==> config.mk <==
export PLATFORM = sky130hd
export DESIGN_NAME = laser_aom_controller
export DESIGN_NICKNAME = d
export VERILOG_FILES = /design/src/rtl/laser_aom_controller_pkg.sv /design/src/rtl/laser_aom_controller_pwm_gen.sv /design/src/rtl/laser_aom_controller.sv
export SDC_FILE = /design/constraint.sdc
export NUM_CORES = 1
export LEC_CHECK = 0
export ABC_AREA = 1
export ABC_CLOCK_PERIOD_IN_PS = 14200
export BUFFER_PORTS_ARGS = -buffer_cell sky130_fd_sc_hd__buf_2
export CORE_MARGIN = 8
export CORE_UTILIZATION = 50
export CTS_CLUSTER_SIZE = 40
export DETAILED_ROUTE_END_ITERATION = 8
export PLACE_DENSITY_LB_ADDON = 0.2
export SLEW_MARGIN = 20
export SYNTH_ARGS = -nofsm -noshare
export SYNTH_HDL_FRONTEND = slang
export SYNTH_SLANG_ARGS = --single-unit
==> constraint.sdc <==
create_clock -name clk_i -period 14.2 [get_ports clk_i]
set_input_delay 1.42 -clock clk_i [delete_from_list [all_inputs] [get_ports clk_i]]
set_output_delay 1.42 -clock clk_i [all_outputs]
set_load 0.01 [all_outputs]
==> src/rtl/laser_aom_controller_pkg.sv <==
// -----------------------------------------------------------------------------
// laser_aom_controller_pkg
// Shared widths, the class-table constants, the output source-select encoding
// and the clamp helper used by the AOM drive-level controller.
// -----------------------------------------------------------------------------
package laser_aom_controller_pkg;

    localparam int DAC_W       = 12;   // AD5445 code width
    localparam int CNT_W       = 32;   // PWM period / high-time counter width
    localparam int NUM_CLASSES = 8;    // class0 (gate closed) + classes 1..7
    localparam int IDX_W       = 3;

    localparam logic [IDX_W-1:0] IDX_FIRST = 3'd1;
    localparam logic [IDX_W-1:0] IDX_LAST  = 3'd7;

    typedef enum logic [1:0] {
        SRC_ERR    = 2'd0,
        SRC_ACC    = 2'd1,
        SRC_ANALOG = 2'd2,
        SRC_IDLE   = 2'd3
    } src_sel_e;

    // The upper limit is applied last so it wins when the limits cross.
    function automatic logic [DAC_W-1:0] clamp_level(
        input logic [DAC_W-1:0] level,
        input logic [DAC_W-1:0] lo,
        input logic [DAC_W-1:0] hi
    );
        logic [DAC_W-1:0] t;
        t = (level < lo) ? lo : level;
        return (t > hi) ? hi : t;
    endfunction

endpackage

==> src/rtl/laser_aom_controller_pwm_gen.sv <==
// -----------------------------------------------------------------------------
// laser_pwm_gen
// Analog-mode level generator. Mode 0: free-running period counter, high while
// count < high-time. Mode 1: one high-time pulse per trigger rising edge,
// triggers during a pulse are ignored.
// o_high is the decision for the current cycle; the parent registers it.
// Ports:
//   i_clk, i_rst_n   clock, asynchronous active-low reset
//   i_en             analog mode enabled (counter/pulse held clear when 0)
//   i_mode_sel       0 continuous PWM, 1 single pulse per trigger
//   i_trigger        pulse trigger (rising edge)
//   i_pwm, i_cycle   high-time and period in clk cycles
//   o_high           1 = select high level this cycle
// -----------------------------------------------------------------------------
module laser_pwm_gen
    import laser_aom_controller_pkg::*;
(
    input  logic             i_clk,
    input  logic             i_rst_n,
    input  logic             i_en,
    input  logic             i_mode_sel,
    input  logic             i_trigger,
    input  logic [CNT_W-1:0] i_pwm,
    input  logic [CNT_W-1:0] i_cycle,
    output logic             o_high
);

    logic [CNT_W-1:0] r_cnt;
    logic [CNT_W-1:0] w_cnt_next;
    logic [CNT_W-1:0] w_cnt_inc;
    logic             r_pulse_active;
    logic             w_pulse_next;
    logic             r_trig_d;
    logic             r_mode_d;
    logic             w_trig_rise;
    logic             w_high;

    assign w_trig_rise = i_trigger & ~r_trig_d;
    // Never overflows: r_cnt stays below i_cycle (mode 0) or i_pwm (mode 1).
    assign w_cnt_inc   = r_cnt + 32'd1;

    always_comb begin
        w_cnt_next   = '0;
        w_pulse_next = 1'b0;
        w_high       = 1'b0;
        if (!i_en || (i_mode_sel != r_mode_d)) begin
            // disabled or mode just changed: everything restarts from zero
            w_cnt_next = '0;
        end else if (!i_mode_sel) begin
            if (i_cycle != '0) begin
                w_high     = (r_cnt < i_pwm);
                w_cnt_next = (w_cnt_inc >= i_cycle) ? '0 : w_cnt_inc;
            end
        end else begin
            if (r_pulse_active) begin
                w_high = 1'b1;
                if (w_cnt_inc >= i_pwm) begin
                    w_pulse_next = 1'b0;
                    w_cnt_next   = '0;
                end else begin
                    w_pulse_next = 1'b1;
                    w_cnt_next   = w_cnt_inc;
                end
            end else if (w_trig_rise && (i_pwm != '0)) begin
                // the trigger cycle itself is the first high cycle
                w_high = 1'b1;
                if (i_pwm > 32'd1) begin
                    w_pulse_next = 1'b1;
                    w_cnt_next   = 32'd1;
                end
            end
        end
    end

    always_ff @(posedge i_clk or negedge i_rst_n) begin
        if (!i_rst_n) begin
            r_cnt          <= '0;
            r_pulse_active <= 1'b0;
            r_trig_d       <= 1'b0;
            r_mode_d       <= 1'b0;
        end else begin
            r_cnt          <= w_cnt_next;
            r_pulse_active <= w_pulse_next;
            r_trig_d       <= i_trigger;
            r_mode_d       <= i_mode_sel;
        end
    end

    assign o_high = w_high;

endmodule

==> src/rtl/laser_aom_controller.sv <==
// -----------------------------------------------------------------------------
// laser_aom_controller
// Produces the 12-bit AOM drive code for the AD5445 writer and re-registers the
// laser control/switch lines. Source priority: overload error (0) > acceleration
// job (init level / class levels) > analog PWM or pulse > idle (0). Job and
// analog levels are clamped to [lowlimit, uplimit]. All outputs are registered,
// one clock from input to output; laser_aom_en_o strobes when the code changes
// and once after reset release.
// Ports: clk_i, rst_i (async active-low); laser_* host analog settings;
//   acc_* job control, flag and class levels; aom_*_trig_err_i overload errors;
//   LASER_CONTROL, LASER_OUT_SWITCH, laser_aom_en_o, laser_aom_voltage_o.
// -----------------------------------------------------------------------------
module laser_aom_controller
    import laser_aom_controller_pkg::*;
(
    input  logic             clk_i,
    input  logic             rst_i,
    input  logic             laser_control_i,
    input  logic             laser_out_switch_i,
    input  logic [DAC_W-1:0] laser_analog_max_i,
    input  logic [DAC_W-1:0] laser_analog_min_i,
    input  logic [CNT_W-1:0] laser_analog_pwm_i,
    input  logic [CNT_W-1:0] laser_analog_cycle_i,
    input  logic [DAC_W-1:0] laser_analog_uplimit_i,
    input  logic [DAC_W-1:0] laser_analog_lowlimit_i,
    input  logic             laser_analog_mode_sel_i,
    input  logic             laser_analog_trigger_i,
    input  logic             acc_job_control_i,
    input  logic             acc_job_init_switch_i,
    input  logic             acc_job_init_vol_trig_i,
    input  logic [DAC_W-1:0] acc_job_init_vol_i,
    input  logic             acc_aom_flag_i,
    input  logic [DAC_W-1:0] acc_aom_class0_i,
    input  logic [DAC_W-1:0] acc_aom_class1_i,
    input  logic [DAC_W-1:0] acc_aom_class2_i,
    input  logic [DAC_W-1:0] acc_aom_class3_i,
    input  logic [DAC_W-1:0] acc_aom_class4_i,
    input  logic [DAC_W-1:0] acc_aom_class5_i,
    input  logic [DAC_W-1:0] acc_aom_class6_i,
    input  logic [DAC_W-1:0] acc_aom_class7_i,
    input  logic             aom_continuous_trig_err_i,
    input  logic             aom_integral_trig_err_i,
    output logic             LASER_CONTROL,
    output logic             LASER_OUT_SWITCH,
    output logic             laser_aom_en_o,
    output logic [DAC_W-1:0] laser_aom_voltage_o
);

    logic [DAC_W-1:0] w_class [NUM_CLASSES];
    assign w_class[0] = acc_aom_class0_i;
    assign w_class[1] = acc_aom_class1_i;
    assign w_class[2] = acc_aom_class2_i;
    assign w_class[3] = acc_aom_class3_i;
    assign w_class[4] = acc_aom_class4_i;
    assign w_class[5] = acc_aom_class5_i;
    assign w_class[6] = acc_aom_class6_i;
    assign w_class[7] = acc_aom_class7_i;

    logic             r_job_d, r_flag_d, r_init_trig_d;
    logic             r_init_state, r_flag_seen, r_first;
    logic [IDX_W-1:0] r_idx;
    logic             w_init_state_next, w_flag_seen_next;
    logic [IDX_W-1:0] w_idx_next;
    logic             w_job_rise, w_flag_rise, w_init_trig_rise;
    logic [DAC_W-1:0] w_acc_level;
    logic             w_pwm_high;
    src_sel_e         w_src;
    logic [DAC_W-1:0] w_voltage_next;
    logic             w_en_next;
    logic [DAC_W-1:0] r_voltage;
    logic             r_en, r_laser_control, r_out_switch;

    assign w_job_rise       = acc_job_control_i & ~r_job_d;
    assign w_flag_rise      = acc_aom_flag_i & ~r_flag_d;
    assign w_init_trig_rise = acc_job_init_vol_trig_i & ~r_init_trig_d;

    // Job state. The first flag rise after (re)entering init only leaves the
    // init level and shows class1; later rises advance 1..7 and wrap to 1.
    always_comb begin
        w_init_state_next = r_init_state;
        w_flag_seen_next  = r_flag_seen;
        w_idx_next        = r_idx;
        if (!acc_job_control_i) begin
            w_init_state_next = 1'b0;
            w_flag_seen_next  = 1'b0;
            w_idx_next        = IDX_FIRST;
        end else if (w_job_rise || w_init_trig_rise) begin
            w_init_state_next = acc_job_init_switch_i;
            w_flag_seen_next  = 1'b0;
            w_idx_next        = IDX_FIRST;
        end else if (w_flag_rise) begin
            w_init_state_next = 1'b0;
            w_flag_seen_next  = 1'b1;
            if (r_flag_seen) begin
                w_idx_next = (r_idx == IDX_LAST) ? IDX_FIRST : r_idx + 3'd1;
            end
        end
    end

    // Uses next-state values so the new level appears one clock after the edge.
    assign w_acc_level = w_init_state_next ? acc_job_init_vol_i :
                         (acc_aom_flag_i ? w_class[w_idx_next] : w_class[0]);

    laser_pwm_gen u_pwm_gen (
        .i_clk      (clk_i),
        .i_rst_n    (rst_i),
        .i_en       (laser_out_switch_i),
        .i_mode_sel (laser_analog_mode_sel_i),
        .i_trigger  (laser_analog_trigger_i),
        .i_pwm      (laser_analog_pwm_i),
        .i_cycle    (laser_analog_cycle_i),
        .o_high     (w_pwm_high)
    );

    always_comb begin
        w_src = SRC_IDLE;
        if (aom_continuous_trig_err_i || aom_integral_trig_err_i) begin
            w_src = SRC_ERR;
        end else if (acc_job_control_i) begin
            w_src = SRC_ACC;
        end else if (laser_out_switch_i) begin
            w_src = SRC_ANALOG;
        end
    end

    always_comb begin
        w_voltage_next = '0;
        case (w_src)
            SRC_ACC:    w_voltage_next = clamp_level(w_acc_level,
                                             laser_analog_lowlimit_i, laser_analog_uplimit_i);
            SRC_ANALOG: w_voltage_next = clamp_level(w_pwm_high ? laser_analog_max_i : laser_analog_min_i,
                                             laser_analog_lowlimit_i, laser_analog_uplimit_i);
            default:    w_voltage_next = '0;
        endcase
    end

    // r_first forces one strobe after reset so the DAC gets written once.
    assign w_en_next = r_first | (w_voltage_next != r_voltage);

    always_ff @(posedge clk_i or negedge rst_i) begin
        if (!rst_i) begin
            r_job_d         <= 1'b0;
            r_flag_d        <= 1'b0;
            r_init_trig_d   <= 1'b0;
            r_init_state    <= 1'b0;
            r_flag_seen     <= 1'b0;
            r_idx           <= IDX_FIRST;
            r_first         <= 1'b1;
            r_voltage       <= '0;
            r_en            <= 1'b0;
            r_laser_control <= 1'b0;
            r_out_switch    <= 1'b0;
        end else begin
            r_job_d         <= acc_job_control_i;
            r_flag_d        <= acc_aom_flag_i;
            r_init_trig_d   <= acc_job_init_vol_trig_i;
            r_init_state    <= w_init_state_next;
            r_flag_seen     <= w_flag_seen_next;
            r_idx           <= w_idx_next;
            r_first         <= 1'b0;
            r_voltage       <= w_voltage_next;
            r_en            <= w_en_next;
            r_laser_control <= laser_control_i;
            r_out_switch    <= laser_out_switch_i;
        end
    end

    assign LASER_CONTROL       = r_laser_control;
    assign LASER_OUT_SWITCH    = r_out_switch;
    assign laser_aom_en_o      = r_en;
    assign laser_aom_voltage_o = r_voltage;

endmodule

==> impl_metrics.tcl, run 1 <==
set metrics [dict create \
    status "completed" \
    first_global_vias 9270 \
    p_per_area_nw_per_um2 58.5 \
    yosys_register_bits 59 \
    final_common_cell "nand2_1" \
    hpwl_um 23900 \
    syn-num-nets 1740 \
    clk_path_buf_depth 2 \
    cp_max_fo 50 \
    final_nets 1966 \
    clk-insertion-delay-late_ps 330 \
    finalSetupTns_ps 0 \
    clk_pin_slew_worst_paths_ps 60 \
    avgViaCountPerCell 5.24 \
    cts_max_level 3 \
    hold_violations 0 \
    cpPeakStageDelay_ps 570 \
    ir_worst_vdd_mv 0.0704 \
    die_area_sq_um 22200 \
    final_core_util 0.606 \
    synth_seq_area_share 0.167 \
    cts_hold_buffers 0 \
    holdWs_ps 584 \
    slew_headroom 0.462 \
    grt_max_degree 60 \
    layout_min_cycle_time_ps 7660 \
    synth_area_per_cell_sq_um 6.51 \
    multiInputGateArea_sq_um 6250 \
    antenna_found_initial 1 \
    cts_sinks 59 \
    total_power_uw 614 \
    timing.rr.start "r_idx[0]" \
    crit_type "primary input to register" \
    cp-end-kind "register" \
    drc 0 \
    slowest_stage "inv_2" \
    cts_setup_buffers 0 \
    routed_wl_um 28000 \
    synthArstFlopShare 1.00 \
    vias 9520 \
    grt_pass1_wl_um 44500 \
    design.core.area_sq_um 17300 \
    cp.arrival_ps 7870 \
    io_pins 247 \
    n_fill_cell 1720 \
    synth_edf_count 0 \
    startpoint "acc_aom_flag_i" \
    cpMostUsedCell "nand2_1" \
    finalCritPeriodShare 0.539 \
    ant_nets 0 \
    dr.first_iter.drc_count 583 \
    dr.pass1.iters 6 \
    diodes 0 \
    area_delta_synth_final_pct 18.3 \
    maxCapViolations 0 \
    clock_skew_ps 11.3 \
    cts_tree "done" \
    syn-instance-count 1361 \
    layout_common_cells "318 x nand2_1, 246 x buf_2, 241 x inv_1" \
    finalMaxSlewViolations 0 \
    initial_core_util 0.513 \
    synth-main-ff-cell "dfrtp_1" \
    track_usage 0.244 \
    reg2reg_slack_ps 7390 \
    r2r.worst_path.cells 40 \
    die_y_um 149 \
    crit_path_end "laser_aom_en_o" \
    crit_path_start_kind "primary input" \
    overflow 0 \
    globalplace.congestion 0.989 \
    min_path_type "register to register" \
    grt_setup_unrepaired "false" \
    fmax_ghz 0.131 \
    tightest_slew_ps 807 \
    regArea_sq_um 1480 \
    root_buffer "clkbuf_16" \
    chipWidth_um 149 \
    syn_area_sq_um 8870 \
    port_buffers 246 \
    cts_buffers 9 \
    layout-drive-gt1-share 0.208 \
    wl_per_cell_um 15.4 \
    required_ps 14420 \
    synth.distinct_cells 54 \
    ys_warn_count 0 \
    r2r_end "laser_aom_en_o" \
    rows 48 \
    cts_resized 0 \
    power.leakage_nw 6.27 \
    setup-violations-final 0 \
]
==> Yosys cell counts, types with 10 or more instances <==
cell type	count	area, sq um
a21oi_1	72	360
buf_2	10	50.1
clkbuf_1	17	63.8
dfrtp_1	57	1430
ha_1	147	1840
inv_1	241	905
mux2_2	25	282
nand2_1	318	1190
nand2_2	11	68.8
nand3_1	122	611
nand4_1	26	163
nor2_1	102	383
nor3_1	20	100
o211ai_1	29	218
o21ai_0	48	240
xor2_1	18	158
==> power breakdown <==
group	leakage (nW)	internal (mW)	switching [mW]
sequential	0.794	0.172	0.00249
clock	0.125	0.118	0.0826
combinational	5.35	0.0928	0.146
==> cell type report <==
type,count,share of cell area
inverters,249,0.0892
multi-input cells,1017,0.596
repair buffers,251,0.121
clock buffers,10,0.0218
clock inverters,6,0.00394
flip-flops and latches,59,0.141
well taps,225,0.0268
==> metrics by stage <==
stage | std cells | setup slack [ps] | area (sq um)
after floorplan | 1361 | 7860 | 8870
after global placement | 1801 | 6360 | 10200
after detailed placement | 1801 | 6290 | 10200
after CTS | 1817 | 6630 | 10500
after global routing | 1817 | 5790 | 10500
final | 1817 | 6540 | 10500
==> registers in the layout, summed over array words and instances (netlist names) <==
signal                    count
r_first                       1
u_pwm_gen.r_trig_d            1
LASER_OUT_SWITCH              1
u_pwm_gen.r_mode_d            1
u_pwm_gen.r_pulse_active      1
r_init_trig_d                 1
r_idx                         3
r_init_state                  1
u_pwm_gen.r_cnt              32
laser_aom_en_o                1
LASER_CONTROL                 1
laser_aom_voltage_o          12
r_flag_seen                   1
r_job_d                       1
r_flag_d                      1
==> critical path: cells and delay by family <==
kind,cells,cell delay [ps]
and+or+nand+nor,24,2970
buffers and inverters,4,1480
AOI/OAI and AO/OA,8,1370
adders and majority gates,2,600
==> routing by layer <==
layer,up-vias,GRT usage,wire [um]
met2,322,0.393,12600
li1,4914,-,-
met5,-,0,13
met1,4253,0.330,13000
met4,2,0.0591,418
met3,29,0.0467,1970
==> how the worst min path moves through the flow <==
| stage | to | cells after the start | slack (ps) | from |
|---|---|---|---|---|
| floorplan | r_flag_seen | 2 | 540 | r_flag_seen |
| global placement | r_flag_seen | 2 | 560 | r_flag_seen |
| detailed placement | u_pwm_gen.r_cnt[31] | 2 | 570 | u_pwm_gen.r_cnt[31] |
| CTS | u_pwm_gen.r_cnt[31] | 2 | 580 | u_pwm_gen.r_cnt[31] |
| global route | r_flag_seen | 3 | 620 | r_flag_d |
| finish | r_flag_seen | 2 | 580 | r_flag_seen |
==> kinds of logic (layout without fill, tap and decap cells) <==
family / Yosys count / in the layout / synth area share
xor+xnor: 19 / 19 / 0.0188
flops: 59 / 59 / 0.167
simple gates: 634 / 634 / 0.315
buf+inv: 285 / 516 / 0.129
fa+ha+maj: 147 / 147 / 0.207
compound gates: 185 / 185 / 0.123
mux: 31 / 31 / 0.0394
other cells: 1 / 1 / 0.000423
(Power assumes the default switching activity.)
==> inputs of run 2 (changes only) <==
--- a/config.mk
+++ b/config.mk
@@ -5,11 +5,11 @@
 export SDC_FILE = /design/constraint.sdc
 export NUM_CORES = 1
 export LEC_CHECK = 0
-export ABC_AREA = 1
-export ABC_CLOCK_PERIOD_IN_PS = 14200
+export ABC_AREA = 0
+export ABC_CLOCK_PERIOD_IN_PS = 6400
 export BUFFER_PORTS_ARGS = -buffer_cell sky130_fd_sc_hd__buf_2
 export CORE_MARGIN = 8
-export CORE_UTILIZATION = 50
+export CORE_UTILIZATION = 49
 export CTS_CLUSTER_SIZE = 40
 export DETAILED_ROUTE_END_ITERATION = 8
 export PLACE_DENSITY_LB_ADDON = 0.2
==> constraint.sdc (replaced) <==
create_clock -name clk_i -period 6.4 [get_ports clk_i]
set_input_delay 0.64 -clock clk_i [delete_from_list [all_inputs] [get_ports clk_i]]
set_output_delay 0.64 -clock clk_i [all_outputs]
set_load 0.01 [all_outputs]
==> run 2 against run 1 <==
Against the previous run: the flow now finishes with violations (setup timing); sequential share of layout area is 3.2 points lower; first-iteration DRC count is 38% higher; clock skew is 1.9 ps higher.
==> impl_metrics.tcl, run 2 <==
set metrics [dict create \
    status "complete, but fails checks" \
    violations "setup timing" \
    rows 49 \
    synth_area_per_cell_sq_um 8.00 \
    synth-compound-area-share 0.211 \
    cts_max_level 3 \
    synth_xor_area_frac 0.0307 \
    crit_path_start_kind "register" \
    final_common_cell "buf_4" \
    layout_common_cells "276 x buf_4, 244 x buf_2, 127 x ha_1" \
    synth_most_common_cell "ha_1" \
    reg2reg_slack_ps -1100 \
    initial_core_util 0.496 \
    diodes 0 \
    chipWidth_um 150 \
    maxCapViolations 0 \
    largest_register_ffs 32 \
    r2r_end "laser_aom_en_o" \
    cts_hold_buffers 0 \
    cpMostUsedCell "ha_4" \
    cp_max_fo 7 \
    min_path_type "primary input to register" \
    layout_min_cycle_time_ps 7500 \
    first_global_vias 10900 \
    slew_headroom 0.307 \
    cpPeakStageDelay_ps 510 \
    cts_buffers 9 \
    clk_path_buf_depth 2 \
    setup-violations-final 13 \
    synth_seq_area_share 0.167 \
    tightest_slew_ps 1040 \
    synth-main-ff-cell "dfrtp_1" \
    holdWs_ps 413 \
    syn-num-nets 1485 \
    synth_top_area_share 0.208 \
    synth_commonest_cells "147 x ha_1, 124 x inv_1, 78 x nand2_1, 59 x nor2_1" \
    n_fill_cell 1360 \
    ys_warn_count 0 \
    antenna_found_initial 1 \
    cp_top_family "compound AO/OA/AOI/OAI gates" \
    crit_cells 29 \
    syn_area_sq_um 8850 \
    cts_tree "done" \
    slowest_stage "or4_1" \
    required_ps 6610 \
    hpwl_um 30300 \
    setup_slack_ps -1100 \
    globalplace.congestion 0.972 \
    grt_pass1_wl_um 56000 \
    io_pins 247 \
    timing.rr.start "u_pwm_gen.r_cnt[19]" \
    yosys_register_bits 59 \
    dr.first_iter.drc_count 802 \
    cp-end-kind "register" \
    clk_pin_slew_worst_paths_ps 60 \
    crit_type "register to register" \
    die_y_um 150 \
    wl_per_cell_um 19.6 \
    design.core.area_sq_um 17800 \
    syn-instance-count 1106 \
    top_register "u_pwm_gen.r_cnt" \
    ir_worst_vdd_mv 0.124 \
    crit_path_end "laser_aom_en_o" \
    die_area_sq_um 22600 \
    finalMaxSlewViolations 0 \
    critical_path_buf_inv_count 2 \
    ant_nets 0 \
    final_core_util 0.764 \
    holdPathStages 1 \
    routed_wl_um 36500 \
    yosys.area_share.simple 0.226 \
    startpoint "u_pwm_gen.r_cnt[19]" \
    placedCellCount 1826 \
    track_usage 0.315 \
    instances_no_fill 1865 \
    drc 0 \
    port_buffers 246 \
    clk-insertion-delay-late_ps 340 \
    finalCritPeriodShare 1.17 \
    synth_top_family_by_area "simple AND/OR/NAND/NOR gates" \
    synthAdderAreaFrac 0.208 \
    grt_max_degree 60 \
    area_delta_synth_final_pct 54.0 \
    cts_sinks 59 \
    fmax_ghz 0.133 \
    dr.pass1.iters 5 \
    synth_edf_count 0 \
    synth_area_leader_cell "ha_1" \
    synth.distinct_cells 78 \
    grt_setup_unrepaired "true" \
    root_buffer "clkbuf_16" \
    hold_violations 0 \
    vias 10700 \
    synthMuxAreaShare 0.0905 \
    finalSetupTns_ps -5970 \
    avgViaCountPerCell 5.75 \
    cp.arrival_ps 7710 \
    power.leakage_nw 7.17 \
    p_per_area_nw_per_um2 130 \
    final_nets 2010 \
    overflow 0 \
    yosys-top-cells-area "ha_1 21%, dfrtp_1 16%, inv_1 5.3%" \
    layout-drive-gt1-share 0.435 \
    total_power_mw 1.77 \
    clock_skew_ps 13.3 \
    r2r.worst_path.cells 29 \
    synthArstFlopShare 1.00 \
]
## run 2: how the worst min path moves through the flow
stage | from | to | slack [ps]
floorplan | rst_i | LASER_CONTROL | 340
global placement | r_flag_seen | r_flag_seen | 570
detailed placement | r_flag_seen | r_flag_seen | 580
CTS | laser_control_i | LASER_CONTROL | 410
global route | laser_control_i | LASER_CONTROL | 400
finish | laser_control_i | LASER_CONTROL | 410
## run 2: stage by stage
step | cell area [sq um] | worst slack, ps
2_1_floorplan | 9200 | -573
3_3_place_gp | 12600 | -1270
3_5_place_dp | 12600 | -1370
4_1_cts | 13200 | -910
5_1_grt | 13600 | -1330
6_report | 13600 | -1100
## run 2: per-layer routing
metal,track usage,share of wire,vias to the layer above
li1,-,-,5150
met1,0.384,0.40,4977
met2,0.551,0.48,502
met3,0.0511,0.079,89
met4,0.104,0.032,2
met5,0,0.00022,-
## run 2: power breakdown
| group | switching, mW | internal, mW | leakage, nW |
|---|---|---|---|
| logic | 0.426 | 0.459 | 6.23 |
| clock network | 0.184 | 0.310 | 0.145 |
| registers | 0.00870 | 0.382 | 0.794 |
## run 2: cells by family (layout without fill, tap and decap cells)
| group | after synthesis | in the layout |
|---|---|---|
| xor gates and xnor gates | 31 | 31 |
| AOI/OAI and AO/OA | 270 | 270 |
| buffers and inverters | 152 | 682 |
| and+or+nand+nor | 374 | 374 |
| DFF | 59 | 59 |
| muxes | 72 | 72 |
| other | 1 | 1 |
| adders and majority gates | 147 | 147 |
## run 2: timing repair
| item | in CTS | in global routing |
|---|---|---|
| pin swaps | 16 | 29 |
| gates cloned | 1 | 0 |
| resized for setup | 43 | 71 |
| endpoints found under the hold margin | 0 | 0 |
| setup buffers | 12 | 13 |
| endpoints found under the setup margin | 10 | 13 |
## run 2: cell type report
| class | count | area [sq um] | area share |
|---|---|---|---|
| Clock inverter | 5 | 52.6 | 0.00386 |
| Tap cell | 229 | 287 | 0.0210 |
| Clock buffer | 11 | 243 | 0.0178 |
| Sequential cell | 59 | 1480 | 0.109 |
| Timing Repair Buffer | 541 | 3560 | 0.261 |
| Inverter | 125 | 492 | 0.0361 |
| Multi-Input combinational cell | 895 | 7520 | 0.552 |
==> inputs of run 3 (changes only) <==
--- a/config.mk
+++ b/config.mk
@@ -13,6 +13,7 @@
 export CTS_CLUSTER_SIZE = 40
 export DETAILED_ROUTE_END_ITERATION = 8
 export PLACE_DENSITY_LB_ADDON = 0.2
+export SKIP_LAST_GASP = 1
 export SLEW_MARGIN = 20
 export SYNTH_ARGS = -nofsm -noshare
 export SYNTH_HDL_FRONTEND = slang
==> run 3 against run 2 <==
Against the previous run: the flow still finishes with violations (setup timing); clock power barely moved; sequential power barely moved; first-iteration DRC count fell by 15%; hold slack improved by 3.6 ps; critical endpoint unchanged; largest power group unchanged.
==> impl_metrics.tcl, run 3 (same netlist as run 2, synthesis figures left out) <==
set metrics [dict create \
    hold_violations 0 \
    drc 0 \
    layout_min_cycle_time_ps 7550 \
    chipWidth_um 150 \
    instances_no_fill 1866 \
    clk-insertion-delay-late_ps 340 \
    dr.pass1.iters 5 \
    globalplace.congestion 0.972 \
    setup-violations-final 13 \
    ir_worst_vdd_mv 0.124 \
    dr.first_iter.drc_count 684 \
    clk_path_buf_depth 2 \
    largest_register_ffs 32 \
    die_area_sq_um 22600 \
    diodes 0 \
    first_global_vias 10900 \
    fmax_ghz 0.132 \
    timing.rr.start "u_pwm_gen.r_cnt[19]" \
    cp-end-kind "register" \
    grt_setup_unrepaired "true" \
    multiInputGateArea_sq_um 7460 \
    clock_skew_ps 11.6 \
    r2r_end "laser_aom_en_o" \
    overflow 0 \
    cp_max_fo 7 \
    final_common_cell "buf_4" \
    required_ps 6610 \
    io_pins 247 \
    cts_max_level 3 \
    vias 10700 \
    startpoint "u_pwm_gen.r_cnt[19]" \
    grt_pass1_wl_um 55900 \
    finalMaxSlewViolations 0 \
    layout_common_cells "281 x buf_4, 244 x buf_2, 127 x ha_1" \
    crit_path_start_kind "register" \
    top_register "u_pwm_gen.r_cnt" \
    cts_buffers 9 \
    p_per_area_nw_per_um2 130 \
    final_nets 2011 \
    antenna_found_initial 1 \
    port_buffers 246 \
    cpMostUsedCell "nand4_1" \
    crit_cells 29 \
    cp_top_family "simple AND/OR/NAND/NOR gates" \
    routed_wl_um 36500 \
    regArea_sq_um 1480 \
    final_core_util 0.760 \
    avgViaCountPerCell 5.75 \
    holdWs_ps 416 \
    root_buffer "clkbuf_16" \
    ant_nets 0 \
    crit_path_end "laser_aom_en_o" \
    grt_max_degree 60 \
    hpwl_um 30300 \
    slowest_stage "a2111o_1" \
    status "complete, but fails checks" \
    design.core.area_sq_um 17800 \
    total_power_mw 1.76 \
    power.leakage_nw 7.14 \
    cts_hold_buffers 0 \
    layout-drive-gt1-share 0.431 \
    violations "setup timing" \
    cts_tree "done" \
    track_usage 0.314 \
    setup_slack_ps -1150 \
    tightest_slew_ps 1140 \
    rows 49 \
    cp.arrival_ps 7760 \
    wl_per_cell_um 19.6 \
    reg2reg_slack_ps -1150 \
    n_fill_cell 1370 \
    initial_core_util 0.496 \
    finalCritPeriodShare 1.18 \
    min_path_type "primary input to register" \
    cts_sinks 59 \
    slew_headroom 0.238 \
    placedCellCount 1826 \
    r2r.worst_path.cells 29 \
    clk_pin_slew_worst_paths_ps 60 \
    maxCapViolations 0 \
    critical_path_buf_inv_count 2 \
    crit_type "register to register" \
    die_y_um 150 \
    cpPeakStageDelay_ps 470 \
    area_delta_synth_final_pct 53.2 \
]
-- run 3: worst reg2reg max path: cells and delay by family, from the launching register on --
family,cells,cell delay [ps]
buf+inv,2,370
flops,1,410
fa+ha+maj,3,820
mux,2,650
simple gates,13,2900
compound gates,9,2250
-- run 3: worst min path at each step --
stage	startpoint	end	slack, ps	cells past startpoint
2_1_floorplan	rst_i	LASER_CONTROL	340	0
3_3_place_gp	r_flag_seen	r_flag_seen	570	3
3_5_place_dp	r_flag_seen	r_flag_seen	580	3
4_1_cts	laser_control_i	LASER_CONTROL	410	1
5_1_grt	laser_control_i	LASER_CONTROL	400	1
6_report	laser_control_i	LASER_CONTROL	420	1
-- run 3: what timing repair did --
action                                  CTS  global route
gates cloned                              1             0
pin swaps                                15            29
endpoints found under the setup margin   10            13
buffers inserted                         12            14
endpoints found under the hold margin     0             0
resized for setup                        39            57
-- run 3: cell type report --
class / instances / share of cell area
flip-flops and latches: 59 / 0.109
clock buffers: 11 / 0.0179
repair buffers: 542 / 0.262
well taps: 229 / 0.0211
multi-input cells: 895 / 0.550
clock inverters: 5 / 0.00387
inverters: 125 / 0.0362
-- run 3: per-stage QoR --
| step | instance area, sq um | setup WS (ps) | TNS (ps) |
|---|---|---|---|
| 2_1_floorplan | 9200 | -573 | -573 |
| 3_3_place_gp | 12600 | -1270 | -6240 |
| 3_5_place_dp | 12600 | -1370 | -7320 |
| 4_1_cts | 13200 | -925 | -1760 |
| 5_1_grt | 13600 | -1330 | -9340 |
| 6_report | 13600 | -1150 | -7380 |
-- run 3: per-layer routing --
metal / share of wire / GRT usage / vias to the layer above
met3: 0.078 / 0.0529 / 86
met4: 0.032 / 0.105 / 2
li1: - / - / 5149
met1: 0.40 / 0.382 / 4993
met5: 0.00022 / 0 / -
met2: 0.49 / 0.550 / 494
-- run 3: where the power goes --
part           internal [mW]  total [mW]  leakage (nW)  switching, mW
clock network          0.310       0.494         0.145          0.184
registers              0.382       0.391         0.794        0.00889
logic                  0.451       0.873          6.20          0.421
